<file path="src/rtl/dp_arbiter.sv">
// Round-robin owner arbiter for the shared 4-register ALU datapath.
// Grants whole-program ownership, forces a NOP cycle on every hand-over and revokes stuck owners.
module dp_arbiter #(
    parameter int TIMEOUT = 64,
    parameter int OPC_W   = 3,
    parameter int REG_W   = 2
) (
    input  logic             CLK,
    input  logic             RST,
    input  logic             REQ0,
    input  logic             REQ1,
    input  logic             DONE0,
    input  logic             DONE1,
    input  logic [OPC_W-1:0] OPC0,
    input  logic [OPC_W-1:0] OPC1,
    input  logic [REG_W-1:0] OPA0,
    input  logic [REG_W-1:0] OPA1,
    input  logic [REG_W-1:0] OPB0,
    input  logic [REG_W-1:0] OPB1,
    input  logic             ZERO_FLAG,
    output logic             GNT0,
    output logic             GNT1,
    output logic             ZF0,
    output logic             ZF1,
    output logic [OPC_W-1:0] opcode,
    output logic [REG_W-1:0] operand1,
    output logic [REG_W-1:0] operand2,
    output logic             BUSY,
    output logic             ABORT
);

    typedef enum logic [1:0] {
        IDLE = 2'd0,
        OWN0 = 2'd1,
        OWN1 = 2'd2,
        REL  = 2'd3
    } state_t;

    localparam int          TO_LAST_I = (TIMEOUT == 0) ? 0 : TIMEOUT - 1;
    localparam logic [15:0] TO_LAST   = TO_LAST_I[15:0];
    localparam bit          WD_EN     = (TIMEOUT != 0);

    state_t      state_q, state_d;
    logic        last_q, last_d;
    logic [15:0] cnt_q, cnt_d;
    logic [1:0]  gnt_q, gnt_d;
    logic        busy_q, busy_d;
    logic        abort_q, abort_d;
    logic        wd_hit;

    // State register plus registered output decodes; async reset drops the grant at once.
    always_ff @(posedge CLK or posedge RST) begin
        if (RST) begin
            state_q <= IDLE;
            last_q  <= 1'b1;
            cnt_q   <= 16'd0;
            gnt_q   <= 2'b00;
            busy_q  <= 1'b0;
            abort_q <= 1'b0;
        end else begin
            state_q <= state_d;
            last_q  <= last_d;
            cnt_q   <= cnt_d;
            gnt_q   <= gnt_d;
            busy_q  <= busy_d;
            abort_q <= abort_d;
        end
    end

    assign wd_hit = WD_EN && (cnt_q == TO_LAST);

    // Next-state: arbitration in IDLE/REL, release and watchdog in OWNx.
    always_comb begin
        state_d = state_q;
        last_d  = last_q;
        abort_d = 1'b0;
        unique case (state_q)
            IDLE, REL: begin
                if (REQ0 && REQ1)  state_d = last_q ? OWN0 : OWN1;
                else if (REQ0)     state_d = OWN0;
                else if (REQ1)     state_d = OWN1;
                else               state_d = IDLE;
            end
            OWN0: begin
                if (DONE0 || !REQ0) begin
                    state_d = REL;
                    last_d  = 1'b0;
                end else if (wd_hit) begin
                    state_d = REL;
                    last_d  = 1'b0;
                    abort_d = 1'b1;
                end
            end
            OWN1: begin
                if (DONE1 || !REQ1) begin
                    state_d = REL;
                    last_d  = 1'b1;
                end else if (wd_hit) begin
                    state_d = REL;
                    last_d  = 1'b1;
                    abort_d = 1'b1;
                end
            end
            default: state_d = IDLE;
        endcase

        gnt_d  = {state_d == OWN1, state_d == OWN0};
        busy_d = |gnt_d;

        // Owners never go straight OWN0<->OWN1, so "stay in OWN" equals "same owner".
        if ((state_q == OWN0 || state_q == OWN1) && state_d == state_q)
            cnt_d = (cnt_q == 16'hFFFF) ? cnt_q : cnt_q + 16'd1;
        else
            cnt_d = 16'd0;
    end

    // Output decode: datapath mux keyed off the registered grant, never mixing fields.
    always_comb begin
        opcode   = '0;
        operand1 = '0;
        operand2 = '0;
        if (gnt_q[0]) begin
            opcode   = OPC0;
            operand1 = OPA0;
            operand2 = OPB0;
        end else if (gnt_q[1]) begin
            opcode   = OPC1;
            operand1 = OPA1;
            operand2 = OPB1;
        end
        GNT0  = gnt_q[0];
        GNT1  = gnt_q[1];
        ZF0   = gnt_q[0] & ZERO_FLAG;
        ZF1   = gnt_q[1] & ZERO_FLAG;
        BUSY  = busy_q;
        ABORT = abort_q;
    end

endmodule

</file>
<file path="config.mk">
export PLATFORM = sky130hd
export DESIGN_NAME = dp_arbiter
export DESIGN_NICKNAME = d
export VERILOG_FILES = /design/src/rtl/dp_arbiter.sv
export SDC_FILE = /design/constraint.sdc
export NUM_CORES = 1
export LEC_CHECK = 0
export ABC_AREA = 1
export CORE_MARGIN = 2
export CORE_UTILIZATION = 54
export DETAILED_ROUTE_END_ITERATION = 10
export PLACE_DENSITY = 0.85
export SYNTH_ARGS = -nofsm -noshare
export SYNTH_HDL_FRONTEND = slang
export SYNTH_SLANG_ARGS = --single-unit
</file>
<file path="constraint.sdc">
create_clock -name CLK -period 3.38 [get_ports CLK]
set_input_delay 0.338 -clock CLK [delete_from_list [all_inputs] [get_ports CLK]]
set_output_delay 0.338 -clock CLK [all_outputs]
set_load 0.02 [all_outputs]
</file>
==> impl_results.md <==
- Relative slew slack: 0.446
- Row Count: 19
- Synthesized Nets: 237
- Ys Warns: 0
- Most common cell in the netlist: nand2_1
- Clk pwr share: 0.113
- Power Density: 603 mW/mm2
- Final setup viols: 0
- Slowest CP cell: clkdlybuf4s50_1
- Post-route setup TNS: 0 ns
- Vias in the first global route: 1275
- Slew Viols, Final: 0
- Post-cts resize count: 0
- Die area: 0.00326 mm2
- CTS H-Tree Depth: 1
- Share of cells above drive strength 1: 0.127
- Part of the power in registers: 0.328
- Logic pwr share: 0.559
- Final min period: 2.16 ns
- Clk Latency, worst-skew pair: 0.31 ns
- Total leakage power: 0.000878 uW
- GRT Overall Usage: 0.214
- Max Cap Viol: 0
- Global-route wire length before repair: 5490 um
- CP Cell Sequence: inv_1 -> nand3_1 -> nand2_1 -> clkdlybuf4s50_1
- TritonCTS Buffers: 3
- Via density: 5.12
- Total length of routed wires: 3130 um
- Async SR Flop Fraction: 1.00
- Initial antenna violation count: 0
- Hold Path Class: input pin to asynchronous set/reset pin
- Final setup margin: 1.22 ns
- CTS tree: done
- Crit path capture type: primary output
- Placer Congestion: 0.813
- N_diodes: 0
- Crit-path max FO: 10
- Critical path's top delay family: buffers and inverters
- Clock transition at the registers of the reported paths: 0.12 ns
- Hpwl dp: 2450 um
- DRC viols: 0
- Clock sinks: 23
- Max Root-Sink Buffers: 2
- Iteration-0 DRC count of the detailed router: 88
- Core footprint: 0.00271 mm2
- Top-area cell type share of the netlist area: 0.361
- CTS Hold Bufs: 0
- Number of flops mapped to enable cells by yosys: 0
- Post-CTS setup buffers: 0
- Chip height: 57.1 um
- Commonest cells post-synth: nand2_1 (52), inv_1 (34), nor2_1 (25), dfrtp_1 (22), nand3_1 (15)
- Via Count: 1409
- P&R area growth vs syn: 23.4%
- Switching Share: 0.458
- Largest cells by area after synthesis: dfrtp_1 (36%), nand2_1 (13%), inv_1 (8.4%), nor2_1 (6.2%), nand3_1 (4.9%)
- Buf/Inv on CP: 2
- Mapped Avg Cell Area: 7.22 um2
- Net Sw Power: 519 uW
- Max Fclk: 464 MHz
- Initial Utilization: 0.562
- Slew @ Worst Pin: 0.831 ns
- FF+latch count, synth: 23
- Final period util: 0.638
- GRT Residual Overflow: 0
- Post-synth top area cell: dfrtp_1
- Mapped Area: 0.00152 mm2
- Main synth FF type: dfrtp_1
- Slowest stage delay, CP: 0.62 ns
- Internal power: 615 uW
- RSZ-0062 raised after global routing: false
- Yosys cell types: 32
- Port bufs: 33
- Setup WS pre-CTS: 1.42 ns
- Average routed wire per standard cell: 11.4 um
- Clock skew: 0.00105 ns
- Pre-Repair DR Iteration Count: 4
- Die Wd: 57.1 um
- Fill count: 234
- Outcome: finished clean
- Final Hold Vio Count: 0
- VDD IR max: 1040 uV
- Nets: 271
- # IOs: 34
- Crit path DAT: 1.82 ns
- Seq/Total Area, Yosys: 0.378
- Largest net degree at the start of global routing: 24
- Kind of critical path: register to primary output
- Cell count after synthesis: 211
- DRT antenna net count: 0
- Worst endpoint required time: 3.04 ns
- Kind of start point of the critical path: register
- Clock root buffer: clkbuf_4
-- cell usage in the layout (no fill, tap or decap), types with 2 or more instances in the layout --
cell,n
nand2_1,52
inv_1,34
clkdlybuf4s50_1,33
nor2_1,25
dfrtp_1,22
nand3_1,15
nor2_2,11
nand2_2,8
o21ai_0,7
ha_1,5
a21oi_1,4
clkbuf_4,3
nor2_4,2
nand3_2,2
xor2_1,2
nand4_1,2
o22ai_1,2
-- cell type report --
class | instances | area [um2] | area share
clock buffer | 4 | 26.3 | 0.0140
inverter | 35 | 131 | 0.0699
multi-input combinational | 149 | 777 | 0.413
sequential | 23 | 577 | 0.307
tap | 31 | 38.8 | 0.0206
timing repair buffer | 33 | 330 | 0.176
-- final timing paths --
check / start / end / slack (ns) / cells past startpoint
setup / recovery: gnt_q[0]$_DFF_PP0_ / operand1[1] / 1.22 / 4
hold / removal: RST / cnt_q[4]$_DFFE_PP0P_ / 0.48 / 2
setup reg to reg: cnt_q[1]$_DFFE_PP0P_ / cnt_q[9]$_DFFE_PP0P_ / 1.48 / 9
hold reg to reg: last_q$_DFFE_PP1P_ / last_q$_DFFE_PP1P_ / 0.52 / 2
max in group asynchronous: RST / cnt_q[8]$_DFFE_PP0P_ / 2.39 / 2
min in group CLK: last_q$_DFFE_PP1P_ / last_q$_DFFE_PP1P_ / 0.52 / 2
-- flip-flops by register name (all words and copies together) (netlist names) --
register / cells
cnt_q: 16
BUSY: 1
last_q: 1
gnt_q: 2
state_q: 2
ABORT: 1
-- metrics by stage --
stage / instance area [um2] / power (uW) / utilization / cells / hold slack [ns]
after floorplan: 1520 / 843 / - / 211 / 0.339
after global placement: 1850 / 1000 / 0.684 / 271 / 0.506
after detailed placement: 1850 / 1010 / 0.684 / 271 / 0.496
after CTS: 1880 / 1140 / 0.694 / 275 / 0.515
after global routing: 1880 / 1240 / 0.694 / 275 / 0.561
final: 1880 / 1130 / 0.694 / 275 / 0.482
-- power by group through the flow --
stage | logic, uW | clock network [uW] | registers (uW)
after global routing | 717 | 142 | 380
final | 634 | 128 | 372
after detailed placement | 637 | 0 | 376
after global placement | 627 | 0 | 376
after CTS | 641 | 131 | 372
after floorplan | 473 | 0 | 370
-- kinds of logic after synthesis --
group,after synthesis,share of synthesized area
adders and majority gates,5,0.0411
buffers and inverters,39,0.112
AOI/OAI and AO/OA,19,0.0723
xor gates and xnor gates,3,0.0172
DFF,23,0.378
and+or+nand+nor,122,0.379
-- per-layer routing --
layer	vias up	track usage	part of all wire
met5	-	0	0
met4	0	0.0698	0.014
met3	5	0.0363	0.041
met2	34	0.353	0.49
met1	649	0.288	0.46
li1	721	-	-
-- worst reg2reg max path: stages (launching register included) --
cell and delay [ns]:
dfrtp_1 0.41, ha_1 0.19, nand3_1 0.16, nor2_4 0.16, nand3_2 0.12, nor2_2 0.13, nand2_2 0.17, nand2_1 0.17
xor2_1 0.25, nor2_4 0.06
Power figures use the tool's default switching activity.
